## src/rtl/mcs_pkg.sv

```systemverilog
// mcs_pkg: definitions shared by the MCS RAM bank files.
//   phase_e    - the eight clock phases of one CPU instruction cycle
//   OPA_*      - low-nibble I/O instruction codes decoded by the bank
//   idx_below  - unsigned index bound check against an int parameter
package mcs_pkg;

    typedef enum logic [2:0] {
        PH_A1 = 3'd0,
        PH_A2 = 3'd1,
        PH_A3 = 3'd2,
        PH_M1 = 3'd3,
        PH_M2 = 3'd4,
        PH_X1 = 3'd5,
        PH_X2 = 3'd6,
        PH_X3 = 3'd7
    } phase_e;

    localparam logic [3:0] OPA_WRM = 4'h0;
    localparam logic [3:0] OPA_WMP = 4'h1;
    localparam logic [3:0] OPA_WR0 = 4'h4;  // WR0..WR3 share the upper bits 01
    localparam logic [3:0] OPA_SBM = 4'h8;
    localparam logic [3:0] OPA_RDM = 4'h9;
    localparam logic [3:0] OPA_ADM = 4'hB;
    localparam logic [3:0] OPA_RD0 = 4'hC;  // RD0..RD3 share the upper bits 11

    function automatic logic idx_below(input logic [3:0] idx, input int limit);
        return int'(idx) < limit;
    endfunction

endpackage

```

## src/rtl/mcs_phase_counter.sv

```systemverilog
// mcs_phase_counter: tracks the instruction-cycle phase A1..X3.
//   clock - rising-edge clock
//   reset - synchronous active-high, forces A1
//   sync  - high during X3; forces A1 on the next clock from any phase
//   phase - current phase (also the state of this FSM)
module mcs_phase_counter
    import mcs_pkg::*;
(
    input  logic   clock,
    input  logic   reset,
    input  logic   sync,
    output phase_e phase
);

    phase_e phase_q;
    phase_e phase_d;

    always_ff @(posedge clock) begin
        if (reset) begin
            phase_q <= PH_A1;
        end else begin
            phase_q <= phase_d;
        end
    end

    always_comb begin
        phase_d = PH_A1;
        if (!sync && phase_q != PH_X3) begin
            phase_d = phase_e'(phase_q + 3'd1);
        end
    end

    always_comb begin
        phase = phase_q;
    end

endmodule

```

## src/rtl/mcs_ram_bank.sv

```systemverilog
// mcs_ram_bank: one RAM chip of an MCS system; data memory, status
// characters and an output port addressed through SRC and I/O instructions.
//   clock, reset        - rising-edge clock, synchronous active-high reset
//   sync, cm, data_in   - CPU bus: cycle marker, command line, nibble
//   data_out, data_oe   - registered read nibble and its bus-drive flag
//   out_port            - latched output port (PORT_W bits)
//   dbg_sel/reg/idx     - debug address (sel 0 = memory, 1 = status)
//   dbg_data            - debug read data, one clock after the address
//
// Bus handshake: there is no valid/ready; the phase counter decides when
// data_in is meaningful. cm in M2 marks an I/O instruction (opa latched),
// cm in X2 outside such a cycle marks SRC; reads are driven in X2 only.
module mcs_ram_bank
    import mcs_pkg::*;
#(
    parameter int CHIP_ID        = 0,
    parameter int NUM_REGS       = 4,
    parameter int STATUS_PER_REG = 4,
    parameter int PORT_W         = 4
) (
    input  logic              clock,
    input  logic              reset,
    input  logic              sync,
    input  logic              cm,
    input  logic [3:0]        data_in,
    output logic [3:0]        data_out,
    output logic              data_oe,
    output logic [PORT_W-1:0] out_port,
    input  logic              dbg_sel,
    input  logic [1:0]        dbg_reg,
    input  logic [3:0]        dbg_idx,
    output logic [3:0]        dbg_data
);

    phase_e phase;

    mcs_phase_counter u_phase (
        .clock (clock),
        .reset (reset),
        .sync  (sync),
        .phase (phase)
    );

    logic              selected_q, selected_d;
    logic [1:0]        reg_ptr_q, reg_ptr_d;
    logic [3:0]        char_ptr_q, char_ptr_d;
    logic [3:0]        opa_q, opa_d;
    logic              io_pending_q, io_pending_d;
    logic              src_hit_q, src_hit_d;   // X2 of this cycle selected us
    logic [3:0]        data_out_q, data_out_d;
    logic              data_oe_q, data_oe_d;
    logic [3:0]        dbg_data_q, dbg_data_d;
    logic [PORT_W-1:0] out_port_q;

    // Full 4x16 / 4x4 arrays; unimplemented entries are never written and
    // never read back, so they stay at their reset value of zero.
    logic [3:0] mem_q    [4][16];
    logic [3:0] status_q [4][4];

    logic io_ok;
    logic stat_ok;
    logic exec_wr;

    // A sync that lands before X3 aborts the cycle, so it also blocks the
    // read setup in X1 and the write in X2 of that same clock.
    assign io_ok   = io_pending_q && selected_q && !sync
                     && idx_below({2'b00, reg_ptr_q}, NUM_REGS);
    assign stat_ok = idx_below({2'b00, opa_q[1:0]}, STATUS_PER_REG);
    assign exec_wr = (phase == PH_X2) && io_ok;

    always_comb begin
        selected_d   = selected_q;
        reg_ptr_d    = reg_ptr_q;
        char_ptr_d   = char_ptr_q;
        opa_d        = opa_q;
        io_pending_d = io_pending_q;
        src_hit_d    = 1'b0;
        // cm in X2 of an I/O cycle belongs to the I/O transfer, not SRC.
        if (phase == PH_X2 && cm && !io_pending_q) begin
            selected_d = (data_in[3:2] == 2'(CHIP_ID));
            reg_ptr_d  = data_in[1:0];
            src_hit_d  = (data_in[3:2] == 2'(CHIP_ID));
        end
        if (phase == PH_X3 && src_hit_q) begin
            char_ptr_d = data_in;
        end
        if (phase == PH_M2 && cm) begin
            opa_d        = data_in;
            io_pending_d = 1'b1;
        end
        if (phase == PH_X3 || sync) begin
            io_pending_d = 1'b0;
        end
    end

    // Read data is prepared in X1 so the registered bus drive lands in X2.
    always_comb begin
        data_out_d = 4'h0;
        data_oe_d  = 1'b0;
        if (phase == PH_X1 && io_ok) begin
            if (opa_q == OPA_SBM || opa_q == OPA_RDM || opa_q == OPA_ADM) begin
                data_oe_d  = 1'b1;
                data_out_d = mem_q[reg_ptr_q][char_ptr_q];
            end else if (opa_q[3:2] == OPA_RD0[3:2]) begin
                data_oe_d  = 1'b1;
                data_out_d = stat_ok ? status_q[reg_ptr_q][opa_q[1:0]] : 4'h0;
            end
        end
    end

    always_comb begin
        dbg_data_d = 4'h0;
        if (idx_below({2'b00, dbg_reg}, NUM_REGS)) begin
            if (!dbg_sel) begin
                dbg_data_d = mem_q[dbg_reg][dbg_idx];
            end else if (idx_below(dbg_idx, STATUS_PER_REG)) begin
                dbg_data_d = status_q[dbg_reg][dbg_idx[1:0]];
            end
        end
    end

    always_ff @(posedge clock) begin
        if (reset) begin
            selected_q   <= 1'b0;
            reg_ptr_q    <= 2'd0;
            char_ptr_q   <= 4'd0;
            opa_q        <= 4'd0;
            io_pending_q <= 1'b0;
            src_hit_q    <= 1'b0;
            data_out_q   <= 4'd0;
            data_oe_q    <= 1'b0;
            dbg_data_q   <= 4'd0;
        end else begin
            selected_q   <= selected_d;
            reg_ptr_q    <= reg_ptr_d;
            char_ptr_q   <= char_ptr_d;
            opa_q        <= opa_d;
            io_pending_q <= io_pending_d;
            src_hit_q    <= src_hit_d;
            data_out_q   <= data_out_d;
            data_oe_q    <= data_oe_d;
            dbg_data_q   <= dbg_data_d;
        end
    end

    always_ff @(posedge clock) begin
        if (reset) begin
            out_port_q <= '0;
            for (int r = 0; r < 4; r++) begin
                for (int c = 0; c < 16; c++) begin
                    mem_q[r][c] <= 4'd0;
                end
                for (int s = 0; s < 4; s++) begin
                    status_q[r][s] <= 4'd0;
                end
            end
        end else if (exec_wr) begin
            if (opa_q == OPA_WRM) begin
                mem_q[reg_ptr_q][char_ptr_q] <= data_in;
            end else if (opa_q == OPA_WMP) begin
                out_port_q <= data_in[PORT_W-1:0];
            end else if (opa_q[3:2] == OPA_WR0[3:2] && stat_ok) begin
                status_q[reg_ptr_q][opa_q[1:0]] <= data_in;
            end
        end
    end

    assign data_out = data_out_q;
    assign data_oe  = data_oe_q;
    assign out_port = out_port_q;
    assign dbg_data = dbg_data_q;

endmodule

```

## config.mk

```make
export PLATFORM = sky130hd
export DESIGN_NAME = mcs_ram_bank
export DESIGN_NICKNAME = d
export VERILOG_FILES = /design/src/rtl/mcs_pkg.sv /design/src/rtl/mcs_phase_counter.sv /design/src/rtl/mcs_ram_bank.sv
export SDC_FILE = /design/constraint.sdc
export NUM_CORES = 1
export LEC_CHECK = 0
export CAP_MARGIN = 30
export CORE_MARGIN = 2
export CORE_UTILIZATION = 28
export DETAILED_ROUTE_END_ITERATION = 16
export GPL_TIMING_DRIVEN = 0
export PLACE_DENSITY = 0.52
export SYNTH_ARGS = -nofsm -noshare
export SYNTH_HDL_FRONTEND = slang
export SYNTH_SLANG_ARGS = --single-unit
```

## constraint.sdc

```tcl
create_clock -name clock -period 3.15 [get_ports clock]
set_clock_uncertainty 0.1 [all_clocks]
set_input_delay 0.315 -clock clock [delete_from_list [all_inputs] [get_ports clock]]
set_output_delay 0.315 -clock clock [all_outputs]
set_load 0.05 [all_outputs]
```

==> reports/metrics.yaml <==
viasPerCell: 5.512
nets: 1431
worstMarginPinSlew_ns: 1.101
syn2layout_area_growth_pct: 16.53
yosys_warnings: 0
die-area_mm2: 0.06959
fillCellCount: 6563
ant_nets: 0
grt_pass1_vias: 12650
cp-startpoint: "char_ptr_q[0]"
portBuffers: 19
cp_max_fo: 10
drv_cap: 0
required_ns: 3.55
hold_path_depth: 3
synth_edf_count: 320
drt-total-wl_mm: 68.52
cp-start-kind: "register"
reg2reg_depth: 8
synth_flop_cell: "edfxtp_1"
drt_first_iter_violations: 1775
place_congestion: 0.9224
placed_cells: 2241
hpwl_mm: 50.74
syn_inst: 1331
slew_headroom: 0.2659
crit_type: "reg2reg"
htree_levels: 2
hold_start: "data_in[3]"
fin_total_pwr_uw: 11550
r2r_setup_slack_ns: 0.08
cts_sinks: 351
drt_pass1_iterations: 5
start_util: 0.2819
ys_seq_elements: 351
cp.arrival_ns: 3.46
finalSetupViolCount: 0
clock_latency_ns: 0.59
pre_cts_slack_ns: -0.7759
endpoint_kind: "register"
cts_resized: 16
synth_top_area_frac: 0.5085
cts_buffers: 41
cp-endpoint: "data_out[1]"
synthArstFlopShare: 0
postCtsHoldBufs: 0
seq_area_frac_synth: 0.5413
synthesis.area_mm2: 0.01890
root_buffer: "clkbuf_16"
num_vias: 12790
final_cells: 2321
grt_pass1_wl_mm: 95.23
fin_setup_tns_ns: 0
timing.fmax_ghz: 0.3259
path_clk_slew_ns: 0.06
rows: 95
die_h_um: 263.8
drcViolationCount: 0
die_w_um: 263.8
hold_violations: 0
status: "completed"
mostFrequentLayoutCells: "and2_1, edfxtp_1, mux4_2"
rr_startpoint: "char_ptr_q[0]"
clk_path_buf_depth: 3
yosys.area.top_type: "edfxtp_1"
vdd_ir_drop_max_mv: 0.2797
grt_max_degree: 15
final_common_cell: "and2_1"
cts_setup_buffers: 0
ys_top_cells_by_area: "edfxtp_1, mux4_2, and2_1"
grt_overflow: 0
grtUsageTotal: 0.1960
layout_min_cycle_time_ns: 3.068
io_pins: 28
postSynthAreaPerCell_um2: 14.20
drive_gt1_frac: 0.2585
wl_per_cell_um: 29.52
setup_ws_ns: 0.08197
rsz0062_at_grt: "no"
powerDensity_mw_per_mm2: 524.5
syn_nets: 1351
yosysUniqueCellTypes: 38
p_leak_uw: 0.007488
antenna_found_initial: 8
core_mm2: 0.06704
min_path_type: "in2reg"
period_share: 0.9740
r2r-end: "data_out[1]"
tritoncts: "yes"
drv_slew: 0
[metal layers]
| layer | vias to the layer above | GRT usage | share of wire |
|---|---|---|---|
| li1 | 5188 | - | - |
| met1 | 6602 | 0.2558 | 0.39 |
| met2 | 812 | 0.3129 | 0.46 |
| met3 | 188 | 0.04073 | 0.099 |
| met4 | 4 | 0.09198 | 0.045 |
| met5 | - | 0 | 0.00026 |
[power breakdown]
group | switching [µW] | internal [µW] | leakage, µW
Combinational | 534 | 366 | 0.00338
Clock | 2030 | 3240 | 0.000699
Sequential | 127 | 5250 | 0.00341
[worst min-delay path by stage]
stage                       endpoint  slack (ns)
global route            mem_q[2][43]        0.16
floorplan           u_phase.phase[0]        0.29
CTS                    char_ptr_q[3]        0.13
detailed placement      io_pending_q        0.38
finish                 char_ptr_q[3]        0.17
global placement        io_pending_q        0.37
[state kept, by name, summed over array words and instances, names as in the netlist, named ones only]
register	count
io_pending_q	1
status_q	64
mem_q	256
src_hit_q	1
opa_q	4
char_ptr_q	4
dbg_data	4
reg_ptr_q	2
data_out	4
out_port	4
u_phase.phase	3
selected_q	1
data_oe	1
[per-stage QoR]
step | utilization | instance area, µm² | hold WS, ns
after floorplan | - | 18900 | 0.2937
final | 0.3285 | 22020 | 0.1693
after CTS | 0.3275 | 21950 | 0.1325
after global routing | 0.3283 | 22010 | 0.1584
after detailed placement | 0.3050 | 20450 | 0.3839
after global placement | 0.3010 | 20180 | 0.3696
[cell usage after synthesis (5+ instances only)]
master      n
dfxtp_1    31
clkbuf_1   82
buf_2      16
buf_4       6
or2_2      81
a211oi_1    8
ha_1        5
a21oi_1    26
nor4_1      6
mux2i_1    18
a22oi_1    33
and2_1    323
mux4_2    177
nor2_1    102
edfxtp_1  320
nor2b_1     9
nand3_1    11
nand2_1    28
[critical path, cell delays in order, from the launching register on]
cell and delay [ns]:
dfxtp_1 0.31, clkbuf_1 0.29, and2_1 0.18, clkbuf_1 0.37
clkbuf_1 0.58, a22oi_1 0.20, a211oi_1 0.65, nor4_4 0.13
o21ai_0 0.18
[area by class of cell]
class	instances	area, µm²	share of cell area
Inverter	4	15.01	0.0006818
Buffer	110	539.3	0.02449
Clock buffer	52	1110	0.05039
Tap cell	873	1092	0.04960
Clock inverter	23	351.6	0.01596
Timing Repair Buffer	38	473.0	0.02148
Antenna cell	5	12.51	0.0005681
Multi-Input combinational cell	865	8199	0.3723
Sequential cell	351	10230	0.4645
[kinds of logic after synthesis]
family / share of synthesized area
AO/OA/AOI/OAI: 0.02728
adder cells (fa/ha/maj): 0.003310
buffers and inverters: 0.02754
flip-flops: 0.5413
multiplexers: 0.2246
AND/OR/NAND/NOR: 0.1759
No activity file was read; power rests on OpenSTA's default activity.
